### src/rtl/l2_port_arbiter.sv
// Two-port arbiter sharing one L2 between the instruction and data L1 caches.
// Round-robin on contention, one transaction in flight, with a one-cycle DONE gap between grants.
module l2_port_arbiter #(
  parameter int unsigned ADDR_W = 30,
  parameter int unsigned LINE_W = 128
) (
  input  logic              clk,
  input  logic              proc_reset,
  input  logic              i_read,
  input  logic [ADDR_W-1:0] i_addr,
  output logic [LINE_W-1:0] i_rdata,
  output logic              i_ready,
  input  logic              d_read,
  input  logic              d_write,
  input  logic [ADDR_W-1:0] d_addr,
  input  logic [LINE_W-1:0] d_wdata,
  output logic [LINE_W-1:0] d_rdata,
  output logic              d_ready,
  output logic              L2_read,
  output logic              L2_write,
  output logic [ADDR_W-1:0] L2_addr,
  output logic [LINE_W-1:0] L2_wdata,
  input  logic [LINE_W-1:0] L2_rdata,
  input  logic              L2_ready,
  output logic              busy,
  output logic [15:0]       i_cnt,
  output logic [15:0]       d_cnt
);

  localparam int unsigned CNT_W = 16;
  localparam logic [CNT_W-1:0] CNT_MAX = {CNT_W{1'b1}};

  typedef enum logic [1:0] {
    S_IDLE  = 2'd0,
    S_GNT_I = 2'd1,
    S_GNT_D = 2'd2,
    S_DONE  = 2'd3
  } state_t;

  state_t           r_state;
  state_t           w_next;
  logic             r_last_d;
  logic [CNT_W-1:0] r_i_cnt;
  logic [CNT_W-1:0] r_d_cnt;
  logic             w_i_req;
  logic             w_d_req;

  assign w_i_req = i_read;
  assign w_d_req = d_read | d_write;
  assign i_cnt   = r_i_cnt;
  assign d_cnt   = r_d_cnt;

  // State, round-robin pointer and saturating completion counters
  always_ff @(posedge clk or posedge proc_reset) begin
    if (proc_reset) begin
      r_state  <= S_IDLE;
      r_last_d <= 1'b1;
      r_i_cnt  <= '0;
      r_d_cnt  <= '0;
    end else begin
      r_state <= w_next;
      if (i_ready) begin
        r_last_d <= 1'b0;
        if (r_i_cnt != CNT_MAX) r_i_cnt <= r_i_cnt + CNT_W'(1);
      end
      if (d_ready) begin
        r_last_d <= 1'b1;
        if (r_d_cnt != CNT_MAX) r_d_cnt <= r_d_cnt + CNT_W'(1);
      end
    end
  end

  // Next state plus the L2 mux; the granted side sees L2 live, the other side sees zeros
  always_comb begin
    w_next   = r_state;
    L2_read  = 1'b0;
    L2_write = 1'b0;
    L2_addr  = '0;
    L2_wdata = '0;
    i_ready  = 1'b0;
    i_rdata  = '0;
    d_ready  = 1'b0;
    d_rdata  = '0;
    busy     = 1'b0;
    case (r_state)
      S_IDLE: begin
        if (w_i_req && w_d_req) w_next = r_last_d ? S_GNT_I : S_GNT_D;
        else if (w_i_req)       w_next = S_GNT_I;
        else if (w_d_req)       w_next = S_GNT_D;
      end
      S_GNT_I: begin
        busy    = 1'b1;
        L2_read = i_read;
        L2_addr = i_addr;
        if (L2_ready) begin
          i_ready = 1'b1;
          i_rdata = L2_rdata;
          w_next  = S_DONE;
        end
      end
      S_GNT_D: begin
        busy     = 1'b1;
        // A simultaneous read and write is a write-back
        L2_write = d_write;
        L2_read  = d_read & ~d_write;
        L2_addr  = d_addr;
        L2_wdata = d_wdata;
        if (L2_ready) begin
          d_ready = 1'b1;
          d_rdata = L2_rdata;
          w_next  = S_DONE;
        end
      end
      S_DONE:  w_next = S_IDLE;
      default: w_next = S_IDLE;
    endcase
  end

endmodule

### config.mk
export PLATFORM = sky130hd
export DESIGN_NAME = l2_port_arbiter
export DESIGN_NICKNAME = d
export VERILOG_FILES = /design/src/rtl/l2_port_arbiter.sv
export SDC_FILE = /design/constraint.sdc
export NUM_CORES = 1
export LEC_CHECK = 0
export BUFFER_PORTS_ARGS = -buffer_cell sky130_fd_sc_hd__buf_2
export CORE_AREA = 3 3 300 302
export DETAILED_ROUTE_END_ITERATION = 6
export DIE_AREA = 0 0 303 305
export REMOVE_ABC_BUFFERS = 1
export SLEW_MARGIN = 10
export SYNTH_ARGS = -nofsm -noshare
export SYNTH_HDL_FRONTEND = slang
export SYNTH_SLANG_ARGS = --single-unit
### constraint.sdc
create_clock -name clk -period 2.51 [get_ports clk]
set_input_delay 0.502 -clock clk [delete_from_list [all_inputs] [get_ports clk]]
set_output_delay 0.502 -clock clk [all_outputs]
set_load 0.005 [all_outputs]
Word level (Yosys, flattened, before mapping)
Index checks and enable logic that the tools add are counted.
{"block": "totals", "reg_bits": 35, "word_cells": 42}
{"block": "op_classes", "addsub": 2, "n_eq_ne": 7, "n_mux": 19, "n_bitwise": 3, "reduce_logical": 7}
{"cell": "$mux 128", "count": 4}
{"cell": "$pmux 30 s2", "count": 1}
{"cell": "$add 16x1->16 const B", "count": 2}
{"cell": "$ne 16x16->1 const B", "count": 2}
{"cell": "$mux 2", "count": 5}
{"cell": "$mux 1", "count": 7}
{"cell": "$pmux 2 s3", "count": 1}
{"cell": "$reduce_and 2->1", "count": 3}
{"cell": "$eq 2x2->1 const B", "count": 2}
{"cell": "$ne 4x4->1 const B", "count": 1}
{"cell": "$eq 2x1->1 const B", "count": 1}
{"cell": "$logic_not 2->1", "count": 1}
{"cell": "$ne 2x1->1 const B", "count": 1}
{"cell": "$pmux 1 s2", "count": 1}
{"cell": "$reduce_bool 2->1", "count": 1}
{"cell": "$reduce_or 2->1", "count": 1}
{"cell": "$and 1x1->1", "count": 1}
{"cell": "$logic_and 1x1->1", "count": 1}
{"cell": "$not 1->1", "count": 1}
{"cell": "$or 1x1->1", "count": 1}

Depth between registers and ports, before layout
{"block": "logic_depth", "word_depth": 5, "depth_mapped": 7}

Worst setup path after synthesis
No wires, ideal clock.
{"block": "synth_path", "kind": "register to output", "startpoint": "register r_state[0]", "endpoint": "output d_rdata[107]", "arrival_ps": 1473, "required_ps": 2008, "slack_ps": 535, "path_stages_with_launch": 7, "path_buffers": 3, "cell_sequence": "dfrtp_1 > inv_1 > ha_1 > clkbuf_1 > clkbuf_1 > clkbuf_1 > and3_1"}
{"block": "synth_via", "elab_chain_cells": 2}
{"element": "from (decl)", "line": "40", "rtl": "state_t r_state;"}
{"element": "from (signal assigned)", "line": "61", "rtl": "r_state <= w_next;"}
{"element": "$eq 2x2->1", "line": "85", "rtl": "case (r_state)"}
{"element": "$mux 128", "line": "85"}
{"element": "to (decl)", "line": "17", "rtl": "output logic [LINE_W-1:0] d_rdata,"}
No other way between the ends.

Worst setup path in the final report
{"block": "layout_path", "startpoint": "register r_state[0]", "endpoint": "output L2_addr[22]"}
{"block": "layout_via", "elab_chain_cells": 2, "elab_cells_between_ends": 3, "cone_classes": "eq/ne: 2; mux: 1"}
{"element": "$eq 2x2->1 or $eq 2x1->1 (tied branches)", "line": "85"}
{"element": "$pmux 30 s2 (*)", "line": "85"}
{"element": "to (decl)", "line": "21", "rtl": "output logic [ADDR_W-1:0] L2_addr,"}
Every way passes the cells marked *; elsewhere a longest branch is shown, timed or not.

==> flow_metrics.tcl <==
set metrics [dict create \
    holdWs_ns 0.320 \
    crit_fanout 29 \
    cts_max_level 2 \
    grt_pass1_vias 7829 \
    worstSetupStartpointType "register" \
    clkLatencyLatePin_ns 0.28 \
    dp.cells 2573 \
    status "finished clean" \
    via_per_inst 3.31 \
    hold_violations 0 \
    yosysWarnings 0 \
    finalWeightedCongestion 0.886 \
    seqCellArea_um2 878 \
    nets 1749 \
    avgSynthCellArea_um2 7.12 \
    synthTopCellsByArea "and3_1 33%, dfrtp_1 17%, and2_1 17%" \
    die-area_um2 92400 \
    relSlewSlack_pct 68.6 \
    routed_wl_um 65100 \
    io_pins 773 \
    cts.path.max_buffers 2 \
    end_kind "primary output" \
    ir_worst_vdd_v 0.000576 \
    holdCritPathClass "primary input to async pin" \
    cts.sinks 35 \
    finalSetupTns_ns 0 \
    port_buffers 772 \
    rsz0062_at_grt "false" \
    max_freq_ghz 0.404 \
    die_x_um 303 \
    intPower_uw 3900 \
    vias 8627 \
    area_growth_pct 113 \
    grt_pass1_wl_um 79200 \
    p_sw_share_pct 49.8 \
    syn_inst 702 \
    cts_tree "built" \
    slew_violations 0 \
    fin_crit_sh_pct 98.6 \
    synth_seq_cells 35 \
    fin_worst_skew_ns 0.00405 \
    tightest_slew_ns 0.465 \
    synth_ff_type "dfrtp_1" \
    drc 0 \
    crit_required_ns 2.01 \
    grt_max_degree 84 \
    cp_data_arrival_time_ns 1.97 \
    yosysMostFrequentCell "and3_1" \
    post-route-min-period_ns 2.47 \
    syn_area_um2 5000 \
    core_um2 88000 \
    grt-ovfl-total 0 \
    root_buffer "clkbuf_16" \
    rows 109 \
    antenna_found_initial 66 \
    drv_cap 0 \
    fp.dieH_um 305 \
    finalWorstSetupSlack_ns 0.0355 \
    numCtsBuffers 5 \
    drive_gt1_share_pct 57.9 \
    holdBufCountCts 0 \
    dr.pass1.iters 4 \
    synth_edf_count 0 \
    netlist.area_leader.share_pct 33.0 \
    drtIter0Drc 616 \
    hpwl_um 57300 \
    finalSetupViolations 0 \
    switching_power_uw 3870 \
    start_util_pct 5.68 \
    cts.clk_slew.worst_paths_ns 0.05 \
    synthDistinctLibCells 42 \
    clkPwrFrac_pct 8.3 \
    num-fill-cells 10241 \
    synth_common_cells "264 x and3_1, 133 x and2_1, 81 x clkbuf_1, 34 x dfrtp_1" \
    p_leak_uw 0.00678 \
    ys_seq_area_share_pct 17.5 \
    multi_input_area_um2 3810 \
    final_util_pct 12.1 \
    fin_cells 2607 \
    netlist.top_cell.by_area "and3_1" \
    async_reset_ff_share_pct 100 \
    power_density_nw_per_um2 728 \
    antenna_left 0 \
    grt_usage_pct 13.1 \
    critical_path_class "register to primary output" \
    pre_cts_ws_ns 0.149 \
    wire_per_inst_um 25.0 \
    seqPwrFrac_pct 10.9 \
    p_comb_share_pct 80.8 \
]
per-layer routing:
| metal | GRT usage (%) | up-vias | share of wire, % |
|---|---|---|---|
| li1 | - | 3927 | - |
| met1 | 17.2 | 3969 | 42 |
| met2 | 17.6 | 602 | 37 |
| met3 | 9.09 | 97 | 18 |
| met4 | 1.83 | 32 | 2.0 |
| met5 | 0 | - | 0.30 |
cells in the final DEF, fill, tap and decap left out, types with 11 or more instances in the layout:
master     n
buf_2    769
and3_1   264
and2_1   133
dfrtp_1   33
a22oi_1   30
nor2b_1   30
diode_2   22
xnor2_1   13
nand3_1   12
nand4_1   11
through the flow:
stage          area [um^2]  total power, uW
3_5_place_dp         10300             6820
6_report             10700             7770
4_1_cts              10600             7940
5_1_grt              10600             8490
3_3_place_gp         10300             6770
2_1_floorplan         4670             3190
sequential cells by signal, summed over array words and instances (netlist names):
| register | flops |
|---|---|
| d_cnt | 16 |
| r_state | 2 |
| i_cnt | 16 |
| r_last_d | 1 |
kinds of logic (layout without fill, tap and decap cells):
| family | Yosys count | count (layout) | synth area share (%) |
|---|---|---|---|
| flip-flops | 35 | 35 | 17.5 |
| AO/OA/AOI/OAI | 52 | 52 | 7.56 |
| adder cells (fa/ha/maj) | 8 | 8 | 2.00 |
| XOR/XNOR | 23 | 23 | 4.03 |
| other | 0 | 22 | 0 |
| buffers and inverters | 92 | 810 | 7.06 |
| AND/OR/NAND/NOR | 487 | 487 | 60.6 |
| multiplexers | 5 | 5 | 1.20 |
layout make-up:
cell class                      count  share of cell area (%)
Antenna cell                       22                   0.516
Tap cell                         1165                    13.7
Sequential cell                    35                    8.23
Inverter                            7                   0.270
Multi-Input combinational cell    575                    35.7
Clock buffer                        8                    1.47
Timing Repair Buffer              795                    40.2
critical path: stages (launching register included):
cell	delay, ns
dfrtp_2	0.44
inv_4	0.08
ha_4	0.18
buf_16	0.15
buf_12	0.20
a22oi_1	0.31
nor2b_1	0.12
buf_2	0.15
power by group through the flow:
stage          logic [uW]  clock network [uW]  registers (uW)
2_1_floorplan        2380                   0             809
6_report             6280                 648             843
4_1_cts              6430                 670             840
3_5_place_dp         5980                   0             843
3_3_place_gp         5930                   0             839
5_1_grt              6930                 689             869
timing repair:
item	4_1_cts	5_1_grt
gates resized for setup	4	3
gates cloned	3	0
endpoints found under the setup margin	50	50
setup buffers	1	0
path summary, 6_finish.rpt:
check	to	depth (start not counted)	start	slack [ns]
min in group clk	i_cnt[15]	1	i_cnt[15]	0.50
max in group asynchronous	r_state[0]	3	proc_reset	1.82
worst min-delay path	i_cnt[11]	3	proc_reset	0.32
worst min register to register	i_cnt[15]	1	i_cnt[15]	0.50
worst max-delay path	L2_addr[22]	7	r_state[0]	0.04
worst max register to register	i_cnt[9]	7	r_state[1]	0.55
Power figures use the tool's default switching activity.
